==> src/rtl/tc_intlv_addr_gen_if.sv <==
// Address-pair stream from the interleaver address generator to the RAM stage.
// The generator holds the pair stable until ready is seen with valid.
interface tc_intlv_addr_gen_if;
   logic [11:0] addr_seq;
   logic [11:0] addr_int;
   logic        valid;
   logic        last;
   logic        ready;

   modport master (
      output addr_seq,
      output addr_int,
      output valid,
      output last,
      input  ready
   );

   modport slave (
      input  addr_seq,
      input  addr_int,
      input  valid,
      input  last,
      output ready
   );
endinterface

==> src/rtl/tc_intlv_addr_gen.sv <==
// Turbo-interleaver address generator: streams (i, STRIDE*i mod L) for a latched
// length L, updating the permuted index incrementally.
module tc_intlv_addr_gen #(
   parameter int unsigned STRIDE = 31
) (
   input  logic                       clk,
   input  logic                       n_rst,
   input  logic [11:0]                len_l,
   input  logic                       start,
   tc_intlv_addr_gen_if.master        bus,
   output logic                       busy,
   output logic                       done,
   output logic                       err
);

   typedef enum logic [1:0] {
      IDLE = 2'd0,
      RUN  = 2'd1,
      DONE = 2'd2
   } state_t;

   state_t      state_q, state_d;
   logic [11:0] len_q, len_d;
   logic [11:0] i_q, i_d;
   logic [11:0] pi_q, pi_d;
   logic        err_q, err_d;

   logic        len_ok;
   logic        at_end;
   logic        xfer;
   logic [12:0] pi_sum;
   logic [11:0] pi_wrap;

   assign len_ok = (len_l == 12'h040) || (len_l == 12'h220) || (len_l == 12'h820);
   assign at_end = (i_q == (len_q - 12'd1));
   assign xfer   = (state_q == RUN) && bus.ready;

   // STRIDE < L, so one conditional subtract keeps pi in [0, L)
   assign pi_sum  = {1'b0, pi_q} + 13'(STRIDE);
   assign pi_wrap = 12'(pi_sum - {1'b0, len_q});

   always_comb begin
      state_d = state_q;
      len_d   = len_q;
      i_d     = i_q;
      pi_d    = pi_q;
      err_d   = 1'b0;
      case (state_q)
         IDLE: begin
            if (start) begin
               if (len_ok) begin
                  len_d   = len_l;
                  i_d     = '0;
                  pi_d    = '0;
                  state_d = RUN;
               end else begin
                  err_d = 1'b1;
               end
            end
         end
         RUN: begin
            if (xfer) begin
               if (at_end) begin
                  state_d = DONE;
               end else begin
                  i_d  = i_q + 12'd1;
                  pi_d = (pi_sum >= {1'b0, len_q}) ? pi_wrap : pi_sum[11:0];
               end
            end
         end
         DONE: begin
            state_d = IDLE;
         end
         default: begin
            state_d = IDLE;
         end
      endcase
   end

   always_ff @(posedge clk or negedge n_rst) begin
      if (!n_rst) begin
         state_q <= IDLE;
         len_q   <= '0;
         i_q     <= '0;
         pi_q    <= '0;
         err_q   <= 1'b0;
      end else begin
         state_q <= state_d;
         len_q   <= len_d;
         i_q     <= i_d;
         pi_q    <= pi_d;
         err_q   <= err_d;
      end
   end

   // All outputs decode registered state only; nothing combinational from ready/start
   assign bus.addr_seq = i_q;
   assign bus.addr_int = pi_q;
   assign bus.valid    = (state_q == RUN);
   assign bus.last     = (state_q == RUN) && at_end;
   assign busy         = (state_q != IDLE);
   assign done         = (state_q == DONE);
   assign err          = err_q;

endmodule
==> src/flat_wrapper.sv <==
// flat-port wrapper written by rule: the top's interface ports become plain ports
module tc_intlv_addr_gen_flat 
#(
   parameter int unsigned STRIDE = 31
)
  (clk, n_rst, len_l, start, busy, done, err, bus_addr_seq, bus_addr_int, bus_valid, bus_last, bus_ready);
  tc_intlv_addr_gen_if bus_i ();
  input  logic clk;
  input  logic n_rst;
  input  logic [11:0] len_l;
  input  logic start;
  output logic busy;
  output logic done;
  output logic err;
  output wire logic [$bits(bus_i.addr_seq)-1:0] bus_addr_seq;
  output wire logic [$bits(bus_i.addr_int)-1:0] bus_addr_int;
  output wire logic [$bits(bus_i.valid)-1:0] bus_valid;
  output wire logic [$bits(bus_i.last)-1:0] bus_last;
  input wire logic [$bits(bus_i.ready)-1:0] bus_ready;
  assign bus_addr_seq = bus_i.addr_seq;
  assign bus_addr_int = bus_i.addr_int;
  assign bus_valid = bus_i.valid;
  assign bus_last = bus_i.last;
  assign bus_i.ready = bus_ready;
  tc_intlv_addr_gen #(.STRIDE(STRIDE)) u_core (.clk(clk), .n_rst(n_rst), .len_l(len_l), .start(start), .bus(bus_i), .busy(busy), .done(done), .err(err));
endmodule
==> config.mk <==
export PLATFORM = sky130hd
export DESIGN_NAME = tc_intlv_addr_gen_flat
export DESIGN_NICKNAME = d
export VERILOG_FILES = /design/src/rtl/tc_intlv_addr_gen_if.sv /design/src/rtl/tc_intlv_addr_gen.sv /design/src/flat_wrapper.sv
export SDC_FILE = /design/constraint.sdc
export NUM_CORES = 1
export LEC_CHECK = 0
export CAP_MARGIN = 5
export CORE_ASPECT_RATIO = 2
export CORE_MARGIN = 2
export CORE_UTILIZATION = 30
export CTS_CLUSTER_DIAMETER = 40
export DETAILED_ROUTE_END_ITERATION = 6
export HOLD_SLACK_MARGIN = 0.02
export PLACE_DENSITY = 0.58
export SLEW_MARGIN = 20
export SYNTH_ARGS = -nofsm -noshare
export SYNTH_HDL_FRONTEND = slang
export SYNTH_SLANG_ARGS = --single-unit
==> constraint.sdc <==
create_clock -name clk -period 5.13 [get_ports clk]
set_input_delay 1.026 -clock clk [delete_from_list [all_inputs] [get_ports clk]]
set_output_delay 1.026 -clock clk [all_outputs]
set_load 0.005 [all_outputs]
==> run_results.csv <==
group,metric,value,unit
hold_path,worstHoldEndpoint,"u_core.bus.addr_int[1]",
global_route,grt_usage,16.2,%
power,switching_share,29.7,%
cells_and_area,layout_common_cells,"43 x clkdlybuf4s50_1, 39 x dfrtp_1, 34 x nand2_1",
logic_synthesis,ys_seq_area_share,31.7,%
die,rows,52,
sta,finalCritPeriodShare,82.7,%
clocking,htree_levels,2,
setup_path,cp-start-kind,"flop",
drt,vias_per_cell,5.44,
logic_synthesis,ys.flop_type,"dfrtp_1",
cells_and_area,drive_above_1_share,5.53,%
sta,hold_viol_final,0,
clocking,cts_buffers,5,
logic_synthesis,ys_warn_count,0,
clocking,post_cts_resized,0,
die,pin_count,45,
hold_path,whs_path_depth,2,
logic_synthesis,ys_async_sr_fraction,100,%
global_route,grt_overflow,0,
sta,slew_violations,0,
setup_path,cp.arrival,3.22,ns
logic_synthesis,netlist_instances,362,
sta,finClkSkew,0.00449,ns
sta,slew-limit-headroom,36.7,%
sta,max_freq,0.236,GHz
die,die_h,147,um
clocking,clkSinkCount,39,
clocking,cts_tree,"yes",
setup_path,r2r_start,"u_core.bus.addr_int[0]",
power,p_leak,1.61,nW
power,p_sw,0.000253,W
clocking,cts_root_buf,"clkbuf_16",
outcome,outcome,"complete, no violations",
die,fp.dieW,75.6,um
cells_and_area,layout_commonest_cell,"clkdlybuf4s50_1",
die,initial_core_util,30.7,%
global_route,grt_max_degree,52,
clocking,postCtsSetupBuffers,0,
power,clock_power_share,37.8,%
place,dpl.hpwl,6570,um
drt,routed_wl,8650,um
run,maxCapViolCount,0,
setup_path,reg2reg_to,"u_core.bus.addr_int[10]",
global_route,grt_pass1_wl,13600,um
logic_synthesis,ys_ff_latch,39,
setup_path,critical_path.max_fanout,7,
setup_path,r2r_slack,1.15,ns
clocking,clk_latency,0.29,ns
logic_synthesis,syn_area,0.00307,mm2
sta,rsz0062_at_grt,"no",
logic_synthesis,synth.distinct_cells,60,
logic_synthesis,syn-num-nets,394,
drt,vias,2900,
cells_and_area,n_antenna_cell,0,
drt,wl_per_cell,16.2,um
clocking,cts_hold_buf,0,
setup_path,end_kind,"output pin",
power,p_comb_share,22.6,%
die,fp.dieArea,0.0111,mm2
power,power_density,227,mW/mm2
cells_and_area,nets,430,
setup_path,required,4.10,ns
drt,remaining_drc_errors,0,
sta,tns,0,ns
power,p_int,0.000600,W
power,peakVddDrop,0.135,mV
sta,tightestPinTransition,0.950,ns
global_route,antenna_found_initial,0,
logic_synthesis,postSynthAreaPerCell,8.49,um2
power,seqPwrFrac,39.6,%
cells_and_area,final_core_util,37.5,%
global_route,grt_pass1_vias,2796,
setup_path,path_class,"reg2out",
drt,drt_pass1_iterations,5,
sta,final-setup-viol-count,0,
clocking,clk_path_buf_depth,2,
hold_path,hold_class,"reg2reg",
place,portBuffers,44,
clocking,clkTransAtPathRegs,0.06,ns
hold_path,min_from,"u_core.bus.addr_int[1]",
sta,period_minus_slack,4.24,ns
setup_path,worstRegToRegCells,12,
place,place.gp.congestion,0.830,
logic_synthesis,synth_edf_count,0,
cells_and_area,areaGrowthSynthToFinish,22.1,%
drt,ant_nets,0,
drt,first_iter_violations,162,
die,coreArea,0.0100,mm2
## power by group through the flow
stage               registers (W)  clock network, W  logic [W]
floorplan                0.000338                 0   0.000123
global placement         0.000343                 0   0.000188
detailed placement       0.000343                 0   0.000192
CTS                      0.000337          0.000332   0.000194
global route             0.000340          0.000340   0.000215
finish                   0.000337          0.000322   0.000193
## worst max path at each step
stage / start / endpoint / slack (ns) / cells past startpoint
6_report: u_core.len_q[1] / bus_last / 0.89 / 9
3_5_place_dp: u_core.bus.addr_int[0] / u_core.bus.addr_int[10] / 1.17 / 12
2_1_floorplan: u_core.bus.addr_int[0] / u_core.bus.addr_int[0] / 1.83 / 14
5_1_grt: u_core.len_q[1] / bus_last / 0.64 / 9
4_1_cts: u_core.len_q[1] / bus_last / 0.89 / 9
3_3_place_gp: u_core.bus.addr_int[0] / u_core.bus.addr_int[10] / 1.24 / 12
## registers in the layout (all words and copies together), names as in the netlist
signal,flops
u_core.bus.addr_int,12
u_core.bus.addr_seq,12
u_core.err,1
u_core.len_q,12
u_core.state_q,2
## Yosys cell counts, types with 9 or more instances
library cell,count,share of area [%]
xor2_1,11,3.1
a21oi_1,9,1.5
xnor2_1,20,5.7
nor2_1,25,3.1
inv_1,23,2.8
o211ai_1,14,3.4
nand2_1,34,4.2
nand3_1,26,4.2
mux2i_1,10,3.3
o21ai_0,19,3.1
ha_1,15,6.1
dfrtp_1,39,32
## kinds of logic (layout without fill, tap and decap cells)
logic type | count (synthesis) | after routing | synth area share, %
multiplexers | 13 | 13 | 4.35
AO/OA/AOI/OAI | 75 | 75 | 16.6
adder cells (fa/ha/maj) | 16 | 16 | 6.76
flip-flops | 39 | 39 | 31.7
buffers and inverters | 40 | 76 | 5.66
AND/OR/NAND/NOR | 148 | 148 | 26.0
XOR/XNOR | 31 | 31 | 8.83
## per-layer routing
layer / vias up / routed length, um / global-route usage, %
li1: 1397 / - / -
met1: 1407 / 2920 / 14.8
met2: 74 / 5120 / 31.8
met3: 22 / 251 / 2.13
met4: 0 / 356 / 8.60
met5: - / 0 / 0
## worst max-delay path, stage by stage, from the launching register on
cell	delay, ns
dfrtp_1	0.45
inv_1	0.13
ha_1	0.29
or3b_4	0.45
nor4_1	0.24
o2111ai_1	0.13
nor4_1	0.34
nand3_1	0.17
nor3b_1	0.20
clkdlybuf4s50_1	0.52
## cell type report
class	count	area, um2
Sequential cell	39	976
Multi-Input combinational cell	283	1930
Timing Repair Buffer	46	450
Fill cell	1082	6260
Clock buffer	6	139
Inverter	23	86.3
Tap cell	135	169
Clock inverter	1	5.00
## through the flow
step / hold WS [ns] / power [W] / cell area [um2] / std cells / setup slack [ns]
final: 0.558 / 0.000853 / 3750 / 533 / 0.888
after global routing: 0.598 / 0.000895 / 3750 / 533 / 0.636
after global placement: 0.545 / 0.000531 / 3610 / 526 / 1.24
after CTS: 0.573 / 0.000864 / 3750 / 533 / 0.888
after detailed placement: 0.559 / 0.000535 / 3610 / 526 / 1.17
after floorplan: 0.522 / 0.000462 / 3070 / 362 / 1.83
Note: power is estimated with default switching activity, not from simulation.
